--- config.mk ---
export PLATFORM = sky130hd
export DESIGN_NAME = grf_dump_reader
export DESIGN_NICKNAME = d
export VERILOG_FILES = /design/src/rtl/grf_dump_reader.sv
export SDC_FILE = /design/constraint.sdc
export NUM_CORES = 1
export LEC_CHECK = 0
export ABC_AREA = 1
export CORE_AREA = 2 2 97 99
export DETAILED_ROUTE_END_ITERATION = 16
export DIE_AREA = 0 0 99 101
export DONT_BUFFER_PORTS = 1
export PLACE_DENSITY_LB_ADDON = 0.12
export SLEW_MARGIN = 25
export SYNTH_ARGS = -nofsm -noshare
export SYNTH_HDL_FRONTEND = slang
export SYNTH_SLANG_ARGS = --single-unit
--- constraint.sdc ---
create_clock -name clk -period 3.5 [get_ports clk]
set_input_delay 0.875 -clock clk [delete_from_list [all_inputs] [get_ports clk]]
set_output_delay 0.875 -clock clk [all_outputs]
set_load 0.01 [all_outputs]
--- src/rtl/grf_dump_reader.sv ---
// Debug/trace reader: scans a masked subset of the general register file through one
// read port and streams each value out over valid/ready, keeping an XOR checksum.
module grf_dump_reader #(
  parameter int NREG = 32,
  parameter int AW   = 5,
  parameter int DW   = 32
) (
  input  logic            clk,
  input  logic            reset,
  input  logic            i_start,
  input  logic [NREG-1:0] i_mask,
  output logic            o_busy,
  output logic            o_done,
  output logic [AW-1:0]   o_rf_ra,
  input  logic [DW-1:0]   i_rf_rd,
  output logic            o_out_valid,
  input  logic            i_out_ready,
  output logic [AW-1:0]   o_out_idx,
  output logic [DW-1:0]   o_out_data,
  output logic            o_out_last,
  output logic [DW-1:0]   o_checksum
);

  typedef enum logic [1:0] {S_IDLE, S_SCAN, S_HOLD, S_DONE} state_t;

  state_t          r_state;
  logic [NREG-1:0] r_mask;
  logic [AW-1:0]   r_idx;
  logic            r_out_valid;
  logic [AW-1:0]   r_out_idx;
  logic [DW-1:0]   r_out_data;
  logic            r_out_last;
  logic [DW-1:0]   r_checksum;

  logic [NREG-1:0] w_upper;
  logic            w_sel;
  logic            w_last;

  // Bits of the latched mask strictly above the current index; none set means last beat.
  assign w_upper = (r_mask >> r_idx) >> 1;
  assign w_last  = (w_upper == '0);
  assign w_sel   = r_mask[r_idx];

  always_ff @(posedge clk) begin
    if (reset) begin
      r_state     <= S_IDLE;
      r_mask      <= '0;
      r_idx       <= '0;
      r_out_valid <= 1'b0;
      r_out_idx   <= '0;
      r_out_data  <= '0;
      r_out_last  <= 1'b0;
      r_checksum  <= '0;
    end else begin
      unique case (r_state)
        S_IDLE: begin
          if (i_start) begin
            r_checksum <= '0;
            if (i_mask != '0) begin
              r_mask  <= i_mask;
              r_idx   <= '0;
              r_state <= S_SCAN;
            end else begin
              r_state <= S_DONE;
            end
          end
        end
        S_SCAN: begin
          if (w_sel) begin
            r_out_data  <= i_rf_rd;
            r_out_idx   <= r_idx;
            r_out_last  <= w_last;
            r_out_valid <= 1'b1;
            r_state     <= S_HOLD;
          end else begin
            r_idx <= r_idx + AW'(1);
          end
        end
        S_HOLD: begin
          if (i_out_ready) begin
            r_checksum  <= r_checksum ^ r_out_data;
            r_out_valid <= 1'b0;
            if (r_out_last) begin
              r_state <= S_DONE;
            end else begin
              r_idx   <= r_idx + AW'(1);
              r_state <= S_SCAN;
            end
          end
        end
        S_DONE: begin
          r_state <= S_IDLE;
        end
        default: r_state <= S_IDLE;
      endcase
    end
  end

  assign o_busy      = (r_state == S_SCAN) || (r_state == S_HOLD);
  assign o_done      = (r_state == S_DONE);
  assign o_rf_ra     = (r_state == S_SCAN) ? r_idx : '0;
  assign o_out_valid = r_out_valid;
  assign o_out_idx   = r_out_idx;
  assign o_out_data  = r_out_data;
  assign o_out_last  = r_out_last;
  assign o_checksum  = r_checksum;

endmodule

# ---- After elaboration in Yosys (flattened, before gate mapping)
# Index checks and enable logic that the tools add are counted.
dict set report totals {
  ff_bits 110
  input_bits 68
  out_inout_bits 78
  word_cells 55
}
dict set report op_classes {
  n_addsub 1
  n_lt_le_gt_ge 1
  eq_ne 9
  shifts 1
  mux 21
  bitwise_logic 1
  reduce_logical 13
}
# operator n
set op_table {}
lappend op_table {{2-to-1 mux 32 bit} 2}
lappend op_table {{one-hot mux 32 bit (2 select lines)} 1}
lappend op_table {{zero test 32 bit} 1}
lappend op_table {{nonzero test 32 bit} 1}
lappend op_table {{>> shifter 32 x 5 -> 32 bit} 1}
lappend op_table {{XOR 32 bit} 1}
lappend op_table {{2-to-1 mux 5 bit} 6}
lappend op_table {{one-hot mux 5 bit (3 select lines)} 1}
lappend op_table {{!= test 2 bit, second input constant} 6}
lappend op_table {{AND reduction 3 bit} 4}
lappend op_table {{2-to-1 mux 2 bit} 5}
lappend op_table {{one-hot mux 2 bit (4 select lines)} 1}
lappend op_table {{less-than comparator 5 x 6 -> 1 bit, second input constant} 1}
lappend op_table {{AND reduction 6 bit} 1}
lappend op_table {{adder 5 x 1 -> 5 bit, second input constant} 1}
lappend op_table {{binary-select mux 1 bit (select 5 bit)} 1}
lappend op_table {{== test 2 bit, second input constant} 2}
lappend op_table {{nonzero test 2 bit} 2}
lappend op_table {{2-to-1 mux 1 bit} 3}
lappend op_table {{nonzero test 3 bit} 1}
lappend op_table {{== test 2 x 1 -> 1 bit, second input constant} 1}
lappend op_table {{zero test 2 bit} 1}
lappend op_table {{one-hot mux 1 bit (2 select lines)} 1}
lappend op_table {{AND reduction 2 bit} 1}
lappend op_table {{logical OR 1 bit} 1}

# ---- Depth between registers and ports, before layout
# Gate-level depths: netlist of run 1.
dict set report depth {
  depth_word 4
  ltp_mapped 16
  ltp_nobuf 15
}

# ---- Least setup slack after synthesis of run 1
# No wires, ideal clock.
dict set report synth_timing {
  path_type {register to output}
  start {reg r_state[1]}
  end {out o_rf_ra[3]}
  arrival_time_ns 1.382
  slack_ns 1.243
  stages_incl_launch_ff 7
  path_cell_list {dfxtp_1 inv_1 ha_1 clkbuf_1 clkbuf_1 nand2_1 inv_1}
}
dict set report synth_via {
  elab_chain_cells 2
}
# element line
set synth_rtl {}
lappend synth_rtl {{start, declared} 26} ;# state_t r_state;
lappend synth_rtl {{start signal, assigned} 46} ;# r_state <= S_IDLE;
lappend synth_rtl {{start signal, assigned} 62} ;# r_state <= S_SCAN;
lappend synth_rtl {{start signal, assigned} 64} ;# r_state <= S_DONE;
lappend synth_rtl {{== test 2 x 1 -> 1 bit} 101} ;# assign o_rf_ra = (r_state == S_SCAN) ? r_idx : '0;
lappend synth_rtl {{2-to-1 mux 5 bit} 101}
lappend synth_rtl {{end, declared} 14} ;# output logic [AW-1:0] o_rf_ra,
# Every way passes these cells.

# ---- Worst setup path after layout of run 1
dict set report layout_timing {
  start {reg r_idx[0]}
  end {reg r_idx[4]}
}
dict set report layout_via {
  elab_chain_cells 4
  elab_cells_between_ends 9
}
# element line
set layout_rtl {}
lappend layout_rtl {{start, declared} 28} ;# logic [AW-1:0] r_idx;
lappend layout_rtl {{start signal, assigned} 76} ;# r_idx <= r_idx + AW'(1);
lappend layout_rtl {{start signal, assigned} 86} ;# r_idx <= r_idx + AW'(1);
lappend layout_rtl {{binary-select mux 1 bit (select 5 bit) / adder 5 x 1 -> 5 bit (equally long branches)} {42, 76, 86}}
lappend layout_rtl {{2-to-1 mux 1 bit (not written as such) / 2-to-1 mux 5 bit (equally long branches)} {42, 83}}
lappend layout_rtl {{!= test 2 bit (no source line) / 2-to-1 mux 5 bit (equally long branches)} -}
lappend layout_rtl {{AND reduction 6 bit (no source line) / one-hot mux 5 bit (3 select lines) (equally long branches)} -}
# Parallel ways exist; a longest one is shown, timed or not. The select of a mux whose other input is x is not followed.
# A chain may end at the register's enable or synchronous reset.

==> results of run 1 <==
synth_stat cells, types with 10 or more instances:
master    count  area, um^2
nor2_1       96         360
nand2_1     226         848
and3_1       21         131
buf_2        12        60.1
o21ai_0      54         270
nand3b_1     10        75.1
inv_1        37         139
dfxtp_1     110        2200
a21oi_1      85         425
nor3_1       21         105
clkbuf_1     27         101
nand3_1     116         581
per-stage QoR:
stage / total power [mW] / instances / util / hold WS, ns
after floorplan: 3.09 / 866 / - / 0.437
after global placement: 3.39 / 934 / 0.630 / 0.466
after detailed placement: 3.46 / 934 / 0.630 / 0.470
after CTS: 4.20 / 950 / 0.651 / 0.486
after global routing: 4.55 / 950 / 0.651 / 0.515
final: 4.20 / 950 / 0.651 / 0.485
worst min path at each step:
stage / endpoint / slack (ns) / startpoint
floorplan: r_mask[12] / 0.44 / r_mask[12]
finish: r_mask[12] / 0.48 / r_mask[12]
detailed placement: r_mask[12] / 0.47 / r_mask[12]
global placement: r_mask[12] / 0.47 / r_mask[12]
CTS: r_mask[12] / 0.49 / r_mask[12]
global route: r_mask[12] / 0.52 / r_mask[12]
worst register-to-register path, stage by stage, from the launching register on:
cell     delay, ns
dfxtp_1       0.33
inv_2         0.38
nand2_1       0.16
nand3_1       0.10
nand2_1       0.08
nand2_1       0.06
nand2_1       0.09
nand2_1       0.10
nand3_2       0.11
nand2_4       0.32
nand2_4       0.40
nand2_1       0.32
nand2_1       0.09
a21oi_1       0.15
registers in the layout, summed over array words and instances, names as in the netlist:
| name | count |
|---|---|
| r_state | 2 |
| r_mask | 32 |
| o_out_last | 1 |
| o_out_valid | 1 |
| o_out_data | 32 |
| o_out_idx | 5 |
| o_checksum | 32 |
| r_idx | 5 |
cell families (layout without fill, tap and decap cells):
group                      Yosys count  count (layout)
adders and majority gates            7               7
AOI/OAI and AO/OA                  142             142
and+or+nand+nor                    509             509
xor gates and xnor gates             3               3
buffers and inverters               95              68
DFF                                110             110
routing by layer:
metal / GRT usage / up-vias / share of wire
met4: 0.109 / 0 / 0.018
met3: 0.0700 / 30 / 0.089
met2: 0.514 / 215 / 0.49
li1: - / 2818 / -
met5: 0 / - / 0
met1: 0.331 / 2596 / 0.41
cell type report:
class	instances	area (um^2)	share of cell area
Clock buffer	9	124	0.0212
Inverter	42	158	0.0270
Timing Repair Buffer	10	75.1	0.0129
Sequential cell	110	2200	0.377
Tap cell	111	139	0.0238
Clock inverter	7	62.6	0.0107
Multi-Input combinational cell	661	3080	0.527
power by group:
part           total, mW  internal, mW  leakage [nW]  switching [mW]
clock              0.747         0.276        0.0980           0.471
combinational       1.83         0.557          1.47            1.28
sequential          1.62          1.43         0.895           0.189
total               4.20          2.26          2.46            1.94
==> qor.yml, run 1 <==
timing:
  fin_crit_sh: 0.783
  setup_viol: 0
  maxSlewViolCount: 0
  grt_setup_unrepaired: "false"
  skew_ns: 0.0146
  setup_slack_ns: 0.760
  worst_pin_slew_ns: 0.838
  fmax_mhz: 365
  timing.final.crit_period_ns: 2.74
  hold_viol_final: 0
  tns_ns: 0
  slew_headroom: 0.440
synth:
  syn_area_per_cell_um2: 6.60
  synth_top_family_by_area: "simple AND/OR/NAND/NOR gates"
  async_reset_ff_frac: 0
  yosysSeqAreaShare: 0.385
  synth_compound_area_frac: 0.126
  netlist_instances: 866
  synthDistinctLibCells: 29
  syn_nets: 941
  synth_edf_count: 0
  synthXorXnorAreaFrac: 0.00460
  synthesis.area_um2: 5720
  synthMuxAreaShare: 0
  synth_flop_cell: "dfxtp_1"
  synth_seq_cells: 110
  yosysWarnings: 0
  synth_fa_ha_area_frac: 0.0153
  synthSimpleGateAreaFrac: 0.392
cts:
  cts_buffers: 9
  clk_pin_slew_worst_paths_ns: 0.11
  cts_max_path_buffers: 2
  ctsHoldBuffers: 0
  h-tree-depth: 3
  post_cts_resized: 0
  post_cts.repair.setup_buffers: 0
  cts_tree: "yes"
  clock-root-buffer: "clkbuf_8"
  clock_latency_ns: 0.38
  clkSinkCount: 110
hold_path:
  hold_depth: 2
  hp-class: "flop to flop"
setup_path:
  critical_path_buf_inv_count: 1
  reg2reg_slack_ns: 0.76
  endpoint_kind: "flop"
  crit_path_max_incr_delay_ns: 0.39
  path_max_fanout: 52
  crit_arrival_ns: 3.05
  reg2reg_depth: 13
  crit_start: "r_idx[0]"
  crit_path_frequent_cell: "nand2_1"
  rr_startpoint: "r_idx[0]"
  worst_setup_path_start_kind: "flop"
  cp.required_ns: 3.81
  crit_end: "r_idx[4]"
  timing.rr.end: "r_idx[4]"
  critPathSlowestCell: "nand2_4"
  path_depth: 13
  path_cells: "inv_2 > nand2_1 > nand3_1 > nand2_1 > nand2_1 > nand2_1 > nand2_1 > nand3_2 > nand2_4 > nand2_4 > nand2_1 > nand2_1 > a21oi_1"
  crit_type: "flop to flop"
  cpLargestDelayFamily: "simple AND/OR/NAND/NOR gates"
detailed_routing:
  wl_um: 14300
  drtIter0Drc: 303
  drt_first_pass_iters: 6
  via_count: 5659
  postRouteAntennaNets: 0
  post_drt_via_cell_ratio: 5.96
  wl_per_cell_um: 15.0
  drc: 0
final_layout:
  diodes: 0
  area_delta_synth_final_pct: 2.14
  final_nets: 909
  final_common_cell: "nand2_1"
  final_cell_mix: "226 x nand2_1, 116 x nand3_1, 110 x dfxtp_1"
  postLayoutCellArea_um2: 5840
  fillers: 831
  final_layout_size_suffix_gt1_frac: 0.0453
run_status:
  status: "complete, no violations"
placement:
  portBuffers: 0
  dp_hpwl_um: 10200
  placed_area_um2: 5650
  place_congestion: 0.919
  dp_worst_setup_slack_ns: 0.827
floorplan:
  core_area_um2: 8980
  die-area_um2: 10000
  rows: 35
  initial_core_util: 0.637
  die_x_um: 99
  io_pins: 146
  die_h_um: 101
grt:
  grt_max_degree: 53
  grtUsageTotal: 0.287
  grt_pass1_vias: 5588
  grt_pass1_wl_um: 23900
  gr-total-overflow: 0
  antenna_found_initial: 0
power:
  p_leak_nw: 2.46
  ir_worst_vdd_v: 0.000591
  powerDensity_nw_per_um2: 719
flow_run:
  maxCapViolCount: 0
(Power assumes the default switching activity.)
==> run 2, diff against run 1 <==
--- a/config.mk
+++ b/config.mk
@@ -6,9 +6,9 @@
 export NUM_CORES = 1
 export LEC_CHECK = 0
 export ABC_AREA = 1
-export CORE_AREA = 2 2 97 99
+export CORE_AREA = 2 2 103 105
 export DETAILED_ROUTE_END_ITERATION = 16
-export DIE_AREA = 0 0 99 101
+export DIE_AREA = 0 0 105 107
 export DONT_BUFFER_PORTS = 1
 export PLACE_DENSITY_LB_ADDON = 0.12
 export SLEW_MARGIN = 25
==> constraint.sdc (replaced) <==
create_clock -name clk -period 2.5 [get_ports clk]
set_input_delay 0.625 -clock clk [delete_from_list [all_inputs] [get_ports clk]]
set_output_delay 0.625 -clock clk [all_outputs]
set_load 0.01 [all_outputs]
==> qor.yml, run 2 (synthesis results as in run 1) <==
grt:
  grt_max_degree: 55  # +3.8%
  antenna_found_initial: 0  # unchanged
  grt_pass1_vias: 5360  # -4.1%
  gr-total-overflow: 0  # unchanged
  grtUsageTotal: 0.265  # -0.0218
  grt_pass1_wl_um: 24600  # +3.0%
cts:
  ctsHoldBuffers: 0  # unchanged
  clkSinkCount: 110  # unchanged
  post_cts.repair.setup_buffers: 0  # unchanged
  cts_tree: "yes"
  h-tree-depth: 3  # unchanged
  cts_max_path_buffers: 2  # unchanged
  cts_buffers: 9  # unchanged
  post_cts_resized: 0  # unchanged
  clock-root-buffer: "clkbuf_8"
  clk_pin_slew_worst_paths_ns: 0.12  # about the same
  clock_latency_ns: 0.39  # about the same
floorplan:
  die-area_um2: 11200  # +12%
  rows: 37  # +5.7%
  die_x_um: 105  # +6.1%
  core_area_um2: 10100  # +12%
  io_pins: 146  # unchanged
  initial_core_util: 0.567  # -0.0704
  die_h_um: 107  # +5.9%
timing:
  setup_viol: 0  # unchanged
  fin_crit_sh: 0.941
  setup_slack_ns: 0.148  # -0.612 ns
  maxSlewViolCount: 0  # unchanged
  worst_pin_slew_ns: 0.616  # -0.222 ns
  hold_viol_final: 0  # unchanged
  slew_headroom: 0.590  # +0.149
  fmax_mhz: 425
  tns_ns: 0  # unchanged
  timing.final.crit_period_ns: 2.35
  grt_setup_unrepaired: "false"
  skew_ns: 0.0160  # +0.00136 ns
detailed_routing:
  drc: 0  # unchanged
  post_drt_via_cell_ratio: 5.68  # -4.7%
  postRouteAntennaNets: 0  # unchanged
  drt_first_pass_iters: 5  # -1
  wl_met1_um: 6500  # +12%
  routed-wl-met3_um: 938  # -26%
  wl_um: 15100  # +5.5%
  routed.top_layer: "met4"
  wl_per_cell_um: 15.3  # +1.6%
  route.met2.wl_um: 7250  # +4.5%
  drtIter0Drc: 392  # +29%
  via_count: 5600  # -1.0%
power:
  powerDensity_nw_per_um2: 1010  # +40%
  p_leak_nw: 2.54  # +2.9%
  ir_worst_vdd_v: 0.00106  # +80%
setup_path:
  cpLargestDelayFamily: "adder cells"
  endpoint_kind: "output port"
  critPathSlowestCell: "ha_1"
  path_max_fanout: 12  # -77%
  crit_path_frequent_cell: "inv_1"
  crit_arrival_ns: 1.73  # -1.32 ns
  cp.required_ns: 1.88  # -1.93 ns
  path_cells: "inv_1 > ha_1 > nand2_1 > inv_1"
  critical_path_buf_inv_count: 2  # +1
  worst_setup_path_start_kind: "flop"
  crit_type: "flop to output port"
  crit_path_max_incr_delay_ns: 0.56  # +0.17 ns
final_layout:
  fillers: 996  # +20%
  final_cell_mix: "226 x nand2_1, 116 x nand3_1, 110 x dfxtp_1"
  postLayoutCellArea_um2: 6020  # +3.1%
  final_nets: 920  # +1.2%
  final_layout_size_suffix_gt1_frac: 0.0576  # +0.0124
  area_delta_synth_final_pct: 5.36
  final_util: 0.597  # -0.0536
  diodes: 0  # unchanged
  final_common_cell: "nand2_1"
placement:
  portBuffers: 0  # unchanged
  place_congestion: 0.971  # +5.7%
  placed_area_um2: 5820  # +2.9%
  dp_hpwl_um: 10900  # +7.5%
  dp_worst_setup_slack_ns: 0.198  # -0.628 ns
flow_run:
  maxCapViolCount: 0  # unchanged
run_status:
  status: "complete, no violations"
hold_path:
  hp-class: "input port to flop"
[run 2: metrics by stage]
step	instances	hold WS [ns]	power (mW)
after floorplan	866	0.437	4.33
after global placement	970	0.458	4.89
after detailed placement	970	0.457	4.97
after CTS	986	0.281	6.05
after global routing	986	0.275	6.54
final	986	0.289	6.06
[run 2: worst register-to-register path: stages (launching register included)]
cell and delay, ns:
dfxtp_1 0.43, inv_2 0.21, buf_4 0.23, nand2_1 0.08
nand3_1 0.09, nand3_1 0.09, nand3_1 0.08, nand3_2 0.12
nand2_4 0.06, nand2_4 0.23, buf_6 0.27, nand3_1 0.11
a21oi_1 0.16
[run 2: final timing paths]
path                            depth (start not counted)          end  startpoint  slack, ns
worst max-delay path                                    4   o_rf_ra[4]  r_state[1]       0.15
worst min-delay path                                    1  o_out_valid       reset       0.29
worst max register to register                         12     r_idx[0]    r_idx[0]       0.28
worst min register to register                          2   r_mask[15]  r_mask[15]       0.48
[run 2: metal layers]
metal | vias up | global-route usage
li1 | 2822 | -
met1 | 2579 | 0.317
met2 | 166 | 0.462
met3 | 33 | 0.0602
met4 | 0 | 0.105
met5 | - | 0
[run 2: where the power goes]
part / internal, mW / leakage, nW / total, mW / switching [mW]
Clock: 0.417 / 0.0986 / 1.09 / 0.673
Combinational: 0.880 / 1.54 / 2.70 / 1.82
Sequential: 2.00 / 0.895 / 2.28 / 0.275
[run 2: final cells by class]
cell class / instances / area, um^2 / share of cell area
Clock buffer: 10 / 138 / 0.0228
Sequential cell: 110 / 2200 / 0.366
Inverter: 42 / 158 / 0.0262
Multi-Input combinational cell: 661 / 3080 / 0.512
Timing Repair Buffer: 21 / 211 / 0.0351
Tap cell: 136 / 170 / 0.0282
Clock inverter: 6 / 61.3 / 0.0102
